**src/rtl/mpls_egress_pkg.sv**
```systemverilog
// Shared definitions for the MPLS egress admission block.
//
// Contents:
//   CNT_WIDTH_DEFAULT - default width of every statistics counter
//   state_e           - admission FSM states (idle / forwarding / dropping)
//   sel_width()       - width of the destination port index, max(1, clog2(n))
package mpls_egress_pkg;

  localparam int unsigned CNT_WIDTH_DEFAULT = 32;

  typedef enum logic [1:0] {
    StIdle = 2'd0,
    StFwd  = 2'd1,
    StDrop = 2'd2
  } state_e;

  function automatic int unsigned sel_width(input int unsigned num_ports);
    if (num_ports <= 1) begin
      return 1;
    end
    return $clog2(num_ports);
  endfunction

endpackage

```
**src/rtl/mpls_egress_port_stats.sv**
```systemverilog
// One saturating packet counter.
//
// Ports:
//   clk    - block clock
//   sreset - synchronous active-high reset, clears the count
//   inc    - increment strobe, one count per cycle it is high
//   count  - current value; holds at all-ones instead of wrapping
module mpls_egress_port_stats
  import mpls_egress_pkg::*;
#(
  parameter int unsigned CNT_WIDTH = CNT_WIDTH_DEFAULT
) (
  input  logic                 clk,
  input  logic                 sreset,
  input  logic                 inc,
  output logic [CNT_WIDTH-1:0] count
);

  logic [CNT_WIDTH-1:0] count_q;

  always_ff @(posedge clk) begin
    if (sreset) begin
      count_q <= '0;
    end else if (inc && (count_q != {CNT_WIDTH{1'b1}})) begin
      count_q <= count_q + CNT_WIDTH'(1);
    end
  end

  assign count = count_q;

endmodule

```
**src/rtl/mpls_egress_admit.sv**
```systemverilog
// MPLS egress admission: steers packets from one wide AXI-Stream bus to one of
// NUM_PORTS egress ports, dropping whole packets whose destination is congested
// (port_almost_full at SOP) or whose index is out of range.
//
// The admission decision is made combinationally on the SOP beat and frozen for
// the rest of the packet; forwarded beats pass with zero latency.
//
// Optional feature: define MPLS_EGRESS_ADMIT_STATS_EN to build the per-port
// forward/drop counters and the bad-port counter. Without it the counter outputs
// are tied to zero and no counter flops exist; pulses and forwarding are unchanged.
//
// Ports:
//   clk_ifc, sreset_ifc          - clock, synchronous active-high reset
//   egr_bus_*                    - AXI-Stream slave; tuser[SEL_W-1:0] = destination
//   egr_ports_*                  - per-port AXI-Stream masters (payload broadcast,
//                                  only the selected port's tvalid can rise)
//   port_almost_full             - per-port downstream congestion flag
//   drop_pulse, bad_port_pulse   - one-cycle pulses on the SOP handshake of a drop
//   fwd_pkt_cnt, drop_pkt_cnt    - per-port saturating packet counters
//   bad_port_cnt                 - saturating count of out-of-range drops
module mpls_egress_admit
  import mpls_egress_pkg::*;
#(
  parameter int unsigned NUM_PORTS  = 4,
  parameter int unsigned CNT_WIDTH  = CNT_WIDTH_DEFAULT,
  parameter int unsigned DATA_BYTES = 8,
  parameter int unsigned USER_WIDTH = 8
) (
  input  logic                                     clk_ifc,
  input  logic                                     sreset_ifc,
  // Wide egress bus
  input  logic                                     egr_bus_tvalid,
  output logic                                     egr_bus_tready,
  input  logic [8*DATA_BYTES-1:0]                  egr_bus_tdata,
  input  logic [DATA_BYTES-1:0]                    egr_bus_tkeep,
  input  logic                                     egr_bus_tlast,
  input  logic [USER_WIDTH-1:0]                    egr_bus_tuser,
  // Per-port outputs
  output logic [NUM_PORTS-1:0]                     egr_ports_tvalid,
  input  logic [NUM_PORTS-1:0]                     egr_ports_tready,
  output logic [NUM_PORTS-1:0][8*DATA_BYTES-1:0]   egr_ports_tdata,
  output logic [NUM_PORTS-1:0][DATA_BYTES-1:0]     egr_ports_tkeep,
  output logic [NUM_PORTS-1:0]                     egr_ports_tlast,
  output logic [NUM_PORTS-1:0][USER_WIDTH-1:0]     egr_ports_tuser,
  // Congestion and drop reporting
  input  logic [NUM_PORTS-1:0]                     port_almost_full,
  output logic [NUM_PORTS-1:0]                     drop_pulse,
  output logic                                     bad_port_pulse,
  output logic [NUM_PORTS-1:0][CNT_WIDTH-1:0]      fwd_pkt_cnt,
  output logic [NUM_PORTS-1:0][CNT_WIDTH-1:0]      drop_pkt_cnt,
  output logic [CNT_WIDTH-1:0]                     bad_port_cnt
);

  localparam int unsigned SEL_W = sel_width(NUM_PORTS);
  localparam int unsigned SEL_N = 1 << SEL_W;

  // Elaboration-time parameter checks
  if (NUM_PORTS < 1 || NUM_PORTS > 64) begin : g_bad_num_ports
    $error("mpls_egress_admit: NUM_PORTS must be in 1..64");
  end
  if (USER_WIDTH < SEL_W) begin : g_bad_user_width
    $error("mpls_egress_admit: USER_WIDTH is narrower than the port index");
  end

  state_e           state_q, state_d;
  logic [SEL_W-1:0] sel_q, sel_d;

  logic [SEL_W-1:0] sop_idx;
  logic             idx_ok;
  logic             admit;
  logic [SEL_N-1:0] af_ext;
  logic [SEL_N-1:0] rdy_ext;
  logic [SEL_W-1:0] cur_sel;
  logic             fwd_path;
  logic             in_idle;
  logic             hs;
  logic             sop_hs;
  logic             eop_hs;
  logic             drop_sop;

  assign sop_idx = egr_bus_tuser[SEL_W-1:0];
  assign idx_ok  = 32'(sop_idx) < NUM_PORTS;

  // Pad the per-port vectors to the full index range so an out-of-range index
  // reads "congested / not ready" instead of indexing past the end.
  always_comb begin
    af_ext                  = '1;
    af_ext[NUM_PORTS-1:0]   = port_almost_full;
    rdy_ext                 = '0;
    rdy_ext[NUM_PORTS-1:0]  = egr_ports_tready;
  end

  assign admit = idx_ok && !af_ext[sop_idx];

  // Datapath routing: in IDLE the live tuser decides, afterwards the frozen sel.
  always_comb begin
    cur_sel  = sel_q;
    fwd_path = 1'b0;
    in_idle  = 1'b0;
    case (state_q)
      StIdle: begin
        cur_sel  = sop_idx;
        fwd_path = admit;
        in_idle  = 1'b1;
      end
      StFwd:   fwd_path = 1'b1;
      default: fwd_path = 1'b0;
    endcase
  end

  always_comb begin
    if (sreset_ifc) begin
      egr_bus_tready = 1'b0;
    end else if (fwd_path) begin
      egr_bus_tready = rdy_ext[cur_sel];
    end else begin
      // Dropping: sink every beat
      egr_bus_tready = 1'b1;
    end
  end

  assign hs       = egr_bus_tvalid && egr_bus_tready;
  assign sop_hs   = in_idle && hs;
  assign eop_hs   = hs && egr_bus_tlast;
  assign drop_sop = sop_hs && !admit && idx_ok;

  // Next state; a single-beat packet never leaves IDLE
  always_comb begin
    state_d = state_q;
    sel_d   = sel_q;
    case (state_q)
      StIdle: begin
        if (sop_hs && !egr_bus_tlast) begin
          state_d = admit ? StFwd : StDrop;
          sel_d   = sop_idx;
        end
      end
      StFwd, StDrop: begin
        if (eop_hs) begin
          state_d = StIdle;
        end
      end
      default: state_d = StIdle;
    endcase
  end

  always_ff @(posedge clk_ifc) begin
    if (sreset_ifc) begin
      state_q <= StIdle;
      sel_q   <= '0;
    end else begin
      state_q <= state_d;
      sel_q   <= sel_d;
    end
  end

  assign bad_port_pulse = sop_hs && !idx_ok;

  for (genvar p = 0; p < NUM_PORTS; p++) begin : g_port
    logic is_sel;
    assign is_sel = (cur_sel == SEL_W'(p));

    assign egr_ports_tvalid[p] = !sreset_ifc && fwd_path && is_sel && egr_bus_tvalid;
    assign egr_ports_tdata[p]  = egr_bus_tdata;
    assign egr_ports_tkeep[p]  = egr_bus_tkeep;
    assign egr_ports_tlast[p]  = egr_bus_tlast;
    assign egr_ports_tuser[p]  = egr_bus_tuser;

    assign drop_pulse[p] = drop_sop && (sop_idx == SEL_W'(p));

`ifdef MPLS_EGRESS_ADMIT_STATS_EN
    logic fwd_inc;
    // A forwarded packet counts once, on its tlast handshake
    assign fwd_inc = fwd_path && is_sel && eop_hs;

    mpls_egress_port_stats #(
      .CNT_WIDTH (CNT_WIDTH)
    ) u_fwd_cnt (
      .clk    (clk_ifc),
      .sreset (sreset_ifc),
      .inc    (fwd_inc),
      .count  (fwd_pkt_cnt[p])
    );

    mpls_egress_port_stats #(
      .CNT_WIDTH (CNT_WIDTH)
    ) u_drop_cnt (
      .clk    (clk_ifc),
      .sreset (sreset_ifc),
      .inc    (drop_pulse[p]),
      .count  (drop_pkt_cnt[p])
    );
`else
    assign fwd_pkt_cnt[p]  = '0;
    assign drop_pkt_cnt[p] = '0;
`endif
  end

`ifdef MPLS_EGRESS_ADMIT_STATS_EN
  mpls_egress_port_stats #(
    .CNT_WIDTH (CNT_WIDTH)
  ) u_bad_cnt (
    .clk    (clk_ifc),
    .sreset (sreset_ifc),
    .inc    (bad_port_pulse),
    .count  (bad_port_cnt)
  );
`else
  assign bad_port_cnt = '0;
`endif

endmodule

```
**config.mk**
```make
export PLATFORM = sky130hd
export DESIGN_NAME = mpls_egress_admit
export DESIGN_NICKNAME = d
export VERILOG_FILES = /design/src/rtl/mpls_egress_pkg.sv /design/src/rtl/mpls_egress_port_stats.sv /design/src/rtl/mpls_egress_admit.sv
export SDC_FILE = /design/constraint.sdc
export NUM_CORES = 1
export LEC_CHECK = 0
export CELL_PAD_IN_SITES_DETAIL_PLACEMENT = 0
export CELL_PAD_IN_SITES_GLOBAL_PLACEMENT = 2
export CORE_AREA = 2 2 280 282
export CTS_CLUSTER_DIAMETER = 40
export CTS_CLUSTER_SIZE = 24
export DETAILED_ROUTE_END_ITERATION = 8
export DIE_AREA = 0 0 282 284
export PLACE_DENSITY = 0.56
export SYNTH_ARGS = -nofsm -noshare
export SYNTH_HDL_FRONTEND = slang
export SYNTH_SLANG_ARGS = --single-unit
export TNS_END_PERCENT = 10
```
**constraint.sdc**
```tcl
create_clock -name clk_ifc -period 2.3 [get_ports clk_ifc]
set_input_delay 0.46 -clock clk_ifc [delete_from_list [all_inputs] [get_ports clk_ifc]]
set_output_delay 0.46 -clock clk_ifc [all_outputs]
set_load 0.05 [all_outputs]
```
==> flow_summary.yaml, run 1 <==
synth:
  synth_area_leaders: "buf_4 91%, dfxtp_1 1.6%, mux4_2 1.3%"
  synth_largest_area_cell: "buf_4"
  ys_seq_elements: 4
  yosysTopAreaCellShare_pct: 91.18
  syn-cell-area_mm2: 0.005047
  ys_seq_area_share_pct: 1.587
  yosysMostFrequentCell: "buf_4"
  ys_types: 25
  synth-edff-count: 0
  ys.flop_type: "dfxtp_1"
  synth_warnings: 0
  syn_area_per_cell_um2: 7.579
  synthArstFlopShare_pct: 0
  synthTopCellsByCount: "613 x buf_4, 9 x nor2_1, 6 x inv_1, 6 x nand2_1, 4 x dfxtp_1"
  synthCells: 666
sta:
  period_needed_ps: 2613
  finalCritPeriodShare_pct: 113.6
  setup_ws_ps: -312.7
  fin_skew_ps: 1.008
  hold_viol_final: 0
  setup_viol: 9
  rsz0062_at_grt: "yes"
  max_freq_mhz: 382.7
  hold_ws_ps: 574.0
  drv_slew: 0
global_routing:
  grt_pass1_vias: 1179
  grt_overflow: 0
  grt_max_degree: 10
  track_usage_pct: 1.927
  grt_antenna_before_repair: 5
  grt_first_pass_wirelength_um: 10540
clocking:
  clk_latency_ps: 230
  hold_buffers: 0
  cts_root_buffer: "clkbuf_16"
  cts.clk_slew.worst_paths_ps: 30
  cts_tree: "built"
  cts_buffer_depth: 2
  htreeDepth: 1
  clock_sinks: 4
  numCtsBuffers: 3
drt:
  vias: 1681
  wire_per_inst_um: 6.725
  drcViolationCount: 0
  first_iter_violations: 18
  ant_nets: 0
  drt-total-wl_um: 9698
  viasPerCell: 1.166
  drtPass1Iterations: 4
power_and_ir_drop:
  vdd_ir_drop_max_v: 0.0001459
  total_leakage_power_nw: 1.527
  p_per_area_mw_per_mm2: 457.2
worst_setup_path:
  critPathLaunchType: "input pin"
  crit_path_max_fanout: 4
  cp-end-kind: "primary output"
  cp_data_arrival_time_ps: 2150
  critPathRequiredTime_ps: 1840
  worstSetupPathType: "input pin to primary output"
die:
  start_util_pct: 6.559
  coreArea_mm2: 0.07696
  rows: 102
  fp.dieW_um: 282
  die_area_mm2: 0.08009
  io_pins: 714
  die_h_um: 284
placement:
  port_buffers: 34
  placed_area_mm2: 0.003560
  place_ws_ps: -663.5
  gp_congestion: 0.6407
  dpl.cell_count: 1436
  dpl.hpwl_um: 8543
status:
  violations: "setup timing"
  status: "finished with violations"
layout:
  final_area_mm2: 0.003706
  instances_no_fill: 1442
  antenna_cells: 0
  nNetsFinal: 498
  area_delta_synth_final_pct: -26.57
  drive_above_1_share_pct: 17.91
flow_run:
  cap_violations: 0
hold_path:
  hp-class: "register to register"
[cell usage in the layout (no fill, tap or decap), types with 2 or more instances in the layout]
cell type / n
conb_1: 289
buf_4: 22
buf_12: 17
clkdlybuf4s50_1: 7
nand2_1: 6
buf_6: 6
nor2_1: 5
inv_1: 4
dlygate4sd2_1: 4
mux4_2: 3
nor2_4: 3
nor3_4: 3
clkbuf_16: 3
dfxtp_1: 3
inv_2: 2
mux2_4: 2
nor2_2: 2
clkdlybuf4s15_1: 2
[cells by family after synthesis]
family | share of synthesized area [%]
adders and majority gates | 0.4957
and+or+nand+nor | 2.702
AOI/OAI and AO/OA | 0.9668
DFF | 1.587
other | 0.07430
muxes | 2.553
buffers and inverters | 91.62
[sequential cells by signal, indices dropped and copies added (netlist names)]
signal	cells
sel_q	2
state_q	2
[critical path: stages]
cell and delay [ps]:
dlygate4sd2_1 280, mux4_2 500, o21a_4 230, or3_4 400
nor2_4 130, buf_12 150
[where the power goes]
| group | switching (mW) | internal, mW | leakage [nW] |
|---|---|---|---|
| combinational | 1.19 | 0.156 | 1.46 |
| sequential | 0.00326 | 0.0741 | 0.0330 |
| clock | 0.0516 | 0.222 | 0.0370 |
| total | 1.24 | 0.453 | 1.53 |
[cell type report]
| type | instances | area (µm²) |
|---|---|---|
| fill | 9179 | 73250 |
| multi-input combinational | 331 | 1528 |
| tap | 1040 | 1301 |
| timing repair buffer | 58 | 698.2 |
| sequential | 4 | 81.33 |
| clock buffer | 3 | 75.07 |
| inverter | 6 | 22.52 |
[path summary, 6_finish.rpt]
path | from | endpoint | slack (ps) | cells past startpoint
max | port_almost_full[3] | egr_ports_tvalid[1] | -310 | 6
min | state_q[1] | state_q[1] | 570 | 3
max reg2reg | state_q[0] | sel_q[1] | 160 | 9
min reg2reg | state_q[1] | state_q[1] | 570 | 3
[metrics by stage]
step	power (mW)	util [%]	TNS, ps
6_report	1.695	4.816	-2304
5_1_grt	1.741	4.816	-2843
4_1_cts	1.686	4.809	-2545
3_5_place_dp	1.390	4.626	-5903
3_3_place_gp	1.390	4.626	-5755
2_1_floorplan	3.098	-	-995.3
[timing repair]
| action | in CTS | in global routing |
|---|---|---|
| setup endpoints to repair | 12 | 9 |
| setup buffers | 3 | 0 |
| gates resized for setup | 20 | 1 |
| pin swaps | 5 | 3 |
[routing by layer]
layer	vias up	GRT usage (%)	part of all wire (%)
met5	-	0	0.33
met4	6	4.694	23
met3	159	2.050	29
met2	313	2.009	34
met1	606	0.9099	14
li1	597	-	-
Note: power is estimated with default switching activity, not from simulation.
==> run 2, diff against run 1 <==
- CAP_MARGIN: default -> 0
==> results of run 2 <==
Final layout, timing and power as in run 1 (identical DEF).
==> variant 1 (flow settings as in run 2) <==
`DATA_BYTES`: 8 -> 4.
--- a/src/rtl/mpls_egress_admit.sv
+++ b/src/rtl/mpls_egress_admit.sv
@@ -23,7 +23,7 @@
 #(
   parameter int unsigned NUM_PORTS  = 4,
   parameter int unsigned CNT_WIDTH  = CNT_WIDTH_DEFAULT,
-  parameter int unsigned DATA_BYTES = 8,
+  parameter int unsigned DATA_BYTES = 4,
   parameter int unsigned USER_WIDTH = 8
 ) (
   input  logic                                     clk_ifc,
Ports: changed (resized egr_bus_tdata, egr_bus_tkeep, egr_ports_tdata and egr_ports_tkeep); port bits go from 714 to 534. The function was not compared with the original's and may differ.
==> variant 1 against run 2 <==
The run still ends with setup timing left; total power is essentially flat; synthesized area shrank 21%; setup slack got worse by 0.037 ns; routed wire length shrank 34%; worst hold slack gained 0.012 ns; clock skew up 0.00089 ns; sequential cell count unchanged; final area grew 0.20%; sequential power decreased by 1%; critical endpoint is now drop_pulse[0].
==> variant 1: results (changes against run 2) <==
- Layout Skew: 0.00190 ns (+0.000892 ns)
- Routability cong.: 0.632 (-1.4%)
- Root buf cell: clkbuf_16
- # setup viols final: 9 (unchanged)
- Outcome: finished with violations
- Dpl ws: -0.636 ns (+0.0270 ns)
- Failing checks: setup timing
- Post-route setup slack: -0.349 ns (-0.0366 ns)
- Hold path cells: 3 (unchanged)
- Number of port buffers: 34 (unchanged)
- R2r setup slk: 0.17 ns
- Register area share after synthesis: 0.0202 (+0.00432)
- Hold Path Class: flop to flop
- Clock Path Buffers: 2 (unchanged)
- Largest regs: sel_q (2), state_q (2)
- Area grow syn2layout: -6.37%
- Synth warn: 0 (unchanged)
- Startpoint Class: flop
- First-pass GRT wire length: 7250 microns (-31%)
- Top-area cell type share of the netlist area: 0.888 (-0.0241)
- Post-synthesis async set-or-reset flop share: 0 (unchanged)
- List of most frequent post-synthesis cells: buf_4, nor2_1, inv_1, nand2_1, dfxtp_1
- Average via count per standard cell: 1.03 (-11%)
- Post-synth top flop: dfxtp_1
- Post-synthesis adder-cell area fraction: 0.00631 (+0.00135)
- Hold Path End: state_q[0]
- R2R Path Start: state_q[0]
- Num CTS Buffers: 3 (unchanged)
- Vias post-DR: 1,494 (-11%)
- Reg-to-Reg End: state_q[0]
- Synth Area in Compound Gates: 0.0123 (+0.00264)
- WL/cell: 4.44 microns (-34%)
- Top post-synthesis cells by area: buf_4, dfxtp_1, mux4_2, nor2_1, mux2_4
- DRT iter0 DRCs: 23 (+5)
- Final Net Count: 464 (-6.8%)
- Critical-path maximum fanout: 4 (unchanged)
- Xor-xnor portion of the synthesized cell area: 0 (unchanged)
- Hold_ws: 0.586 ns (+0.0115 ns)
- Drt pass-1 iters: 4 (unchanged)
- LEAKAGE: 1.53 nW (+0.37%)
- HP Start: state_q[0]
- Layout cells sized above 1: 0.191 (+0.0115)
- Proportion of synthesized area in mux cells: 0.0325 (+0.00696)
- Worst IR Drop VDD: 0.154 mV (+5.7%)
- Largest net degree at the start of global routing: 8 (-2)
- Via count of the first global-routing pass: 1,041 (-12%)
- Clk slew on worst S/H paths: 0.03 ns (about the same)
- Initial antenna violation count: 0 (-5)
- All-Layer GR Usage: 0.0127 (-0.00657)
- FILL cells: 9,185 (+0.065%)
- CP arrival: 2.19 ns (+0.04 ns)
- DPL Wire Length: 5840 microns (-32%)
- Post-synth cell types: 25 (unchanged)
- R2R cell count: 8 (-1)
- Placed Instance Area: 0.00359 sq mm (+0.84%)
[variant 1: changes by cell type in the layout (fill, tap and decap cells not counted), sizes merged]
cell / before / now
buf: 45 / 47
[variant 1: cell type report]
type | count | area share
inverter | 6 | 0.00606
sequential | 4 | 0.0219
timing repair buffer | 60 | 0.191
tap | 1040 | 0.350
multi-input combinational | 331 | 0.411
clock buffer | 3 | 0.0202
[variant 1: how the worst max path moves through the flow]
stage,endpoint,slack (ns),depth (start not counted)
after floorplan,drop_pulse[0],-0.21,7
after global placement,egr_ports_tvalid[0],-0.65,6
after detailed placement,egr_ports_tvalid[0],-0.64,6
after CTS,drop_pulse[0],-0.37,8
after global routing,drop_pulse[0],-0.42,8
final,drop_pulse[0],-0.35,8
[variant 1: routing by layer]
layer / global-route usage / wire (microns) / up-vias
met5: 0 / 0 / -
li1: - / - / 603
met2: 0.0225 / 3220 / 226
met4: 0.0282 / 1150 / 0
met1: 0.00472 / 799 / 583
met3: 0.00494 / 1250 / 82
[variant 1: power breakdown]
group	leakage (nW)	total (W)	internal (W)	switching (W)
Combinational	1.46	0.00134	0.000157	0.00119
Sequential	0.0330	0.0000765	0.0000741	0.00000240
Clock	0.0370	0.000273	0.000222	0.0000509
Total	1.53	0.00169	0.000453	0.00124
[variant 1: timing repair]
| item | CTS | global route |
|---|---|---|
| setup endpoints to repair | 12 | 9 |
| pin swaps | 5 | 1 |
| setup buffers | 1 | 0 |
| gates resized for setup | 21 | 0 |
[variant 1: logic make-up after synthesis]
group	after synthesis
and+or+nand+nor	26
muxes	8
buffers and inverters	475
AOI/OAI and AO/OA	6
other	1
adders and majority gates	2
DFF	4
[variant 1: critical path: stages, from the launching register on]
cell	delay, ns
dfxtp_2	0.31
inv_2	0.07
ha_4	0.17
mux2i_4	0.25
mux4_2	0.57
nor2_2	0.14
or2_4	0.21
nor4b_4	0.07
buf_12	0.15
[variant 1: per-stage QoR]
| stage | cells | TNS [ns] |
|---|---|---|
| after floorplan | 810 | -0.995 |
| after global placement | 1440 | -6.65 |
| after detailed placement | 1440 | -6.44 |
| after CTS | 1444 | -2.65 |
| after global routing | 1444 | -3.13 |
| final | 1444 | -2.49 |
==> variant 2 (flow settings as in run 2) <==
Without the edit above. Re-encode `state_e` (3 states) as one-hot, 3 bits wide.
--- a/src/rtl/mpls_egress_pkg.sv
+++ b/src/rtl/mpls_egress_pkg.sv
@@ -8,10 +8,10 @@
 
   localparam int unsigned CNT_WIDTH_DEFAULT = 32;
 
-  typedef enum logic [1:0] {
-    StIdle = 2'd0,
-    StFwd  = 2'd1,
-    StDrop = 2'd2
+  typedef enum logic [2:0] {
+    StIdle = 3'b001,
+    StFwd  = 3'b010,
+    StDrop = 3'b100
   } state_e;
 
   function automatic int unsigned sel_width(input int unsigned num_ports);
Function: same outputs for any inputs over 10 cycles, from zero or initial values and one cycle with sreset_ifc high; not proved beyond that.
==> variant 2 against run 2 <==
The flow still finishes with violations (setup timing); clock power increased by 4%; clock skew about the same; sequential cell count increased by 1; non-clock buffer count increased by 1; first-iteration DRC count increased by 89%; setup slack improved by 0.29 ns; synthesized cell count increased by 3.3%; routed wire length increased by 14%; combinational power about the same; synthesized area increased by 2.9%; die area unchanged; sequential power increased by 23%; total power increased by 1.6%; final area increased by 2.8%; largest cell class unchanged.
==> variant 2: results (changes against run 2) <==
- Reg-to-Reg End: state_q[0]
- First-pass GRT wire length: 13,200 microns (+25%)
- HP Start: sel_q[0]
- Pwr dens: 452 mW/mm^2 (-1.2%)
- WL/cell: 7.56 microns (+12%)
- CP max stage cell: a211o_4
- Hold_ws: 0.555 ns (-0.0188 ns)
- Worst Setup SP: egr_bus_tuser[0]
- Average via count per standard cell: 1.31 (+13%)
- Clock buf/inv share: 0.0207 (+0.000433)
- Post-route setup slack: -0.0218 ns (+0.291 ns)
- # setup viols final: 1 (-8)
- P_int: 0.000467 W (+3.2%)
- R2R cell count: 5 (-4)
- Worst setup path endpoint: egr_ports_tvalid[3]
- Dpl cells: 1,457 (+1.5%)
- Met3 usage: 0.0133 (-0.00716)
- Register area share after synthesis: 0.0193 (+0.00340)
- R2R Path Start: sel_q[1]
- Hold path cells: 2 (-1)
- Via count of the first global-routing pass: 1,625 (+38%)
- All-Layer GR Usage: 0.0231 (+0.00378)
- Data buffer area share: 0.182 (-0.00645)
- CP arrival: 1.86 ns (-0.29 ns)
- Top post-synthesis cells by area: buf_4, dfxtp_1, mux4_2, nand2b_1, mux2i_1
- Largest regs: state_q (3), sel_q (2)
- Register area: 105 sq um (+29%)
- Failing checks: setup timing
- Dpl ws: -0.649 ns (+0.0144 ns)
- Clkbuf count: 4 (+1)
- Initial antenna violation count: 6 (+1)
- Invs w/o clock: 2 (-4)
- Non-clk bufs: 59 (+1.7%)
- Outcome: finished with violations
- M1 GR Usage: 0.0217 (+0.0126)
- Fraction of area in multi-input gates: 0.426 (+0.0141)
[variant 2: changes by cell type in the layout (fill, tap and decap cells not counted), moves of 3 or more]
cell | run 2 | this run
a21oi_1 | 0 | 3
buf_2 | 0 | 3
clkdlybuf4s50_1 | 7 | 1
inv_1 | 4 | 1
nand2b_1 | 1 | 4
nor3_1 | 0 | 5
nor3_4 | 3 | 0
[variant 2: routing by layer]
layer  wire length, microns  share of wire  up-vias
met5                      0              0        -
met4                   1650           0.15        0
met3                   2230           0.20      158
met2                   4070           0.37      308
met1                   3100           0.28      769
li1                       -              -      687
[variant 2: timing repair]
| action | 4_1_cts | 5_1_grt |
|---|---|---|
| buffers inserted | 4 | 0 |
| gates cloned | 0 | 0 |
| gates resized for setup | 49 | 6 |
| pin swaps | 9 | 0 |
| setup endpoints to repair | 10 | 8 |
[variant 2: logic make-up after synthesis]
kind of cell | share of synthesized area
AOI/OAI and AO/OA | 0.0265
buffers and inverters | 0.892
DFF | 0.0193
muxes | 0.0188
other | 0.000722
and+or+nand+nor | 0.0424
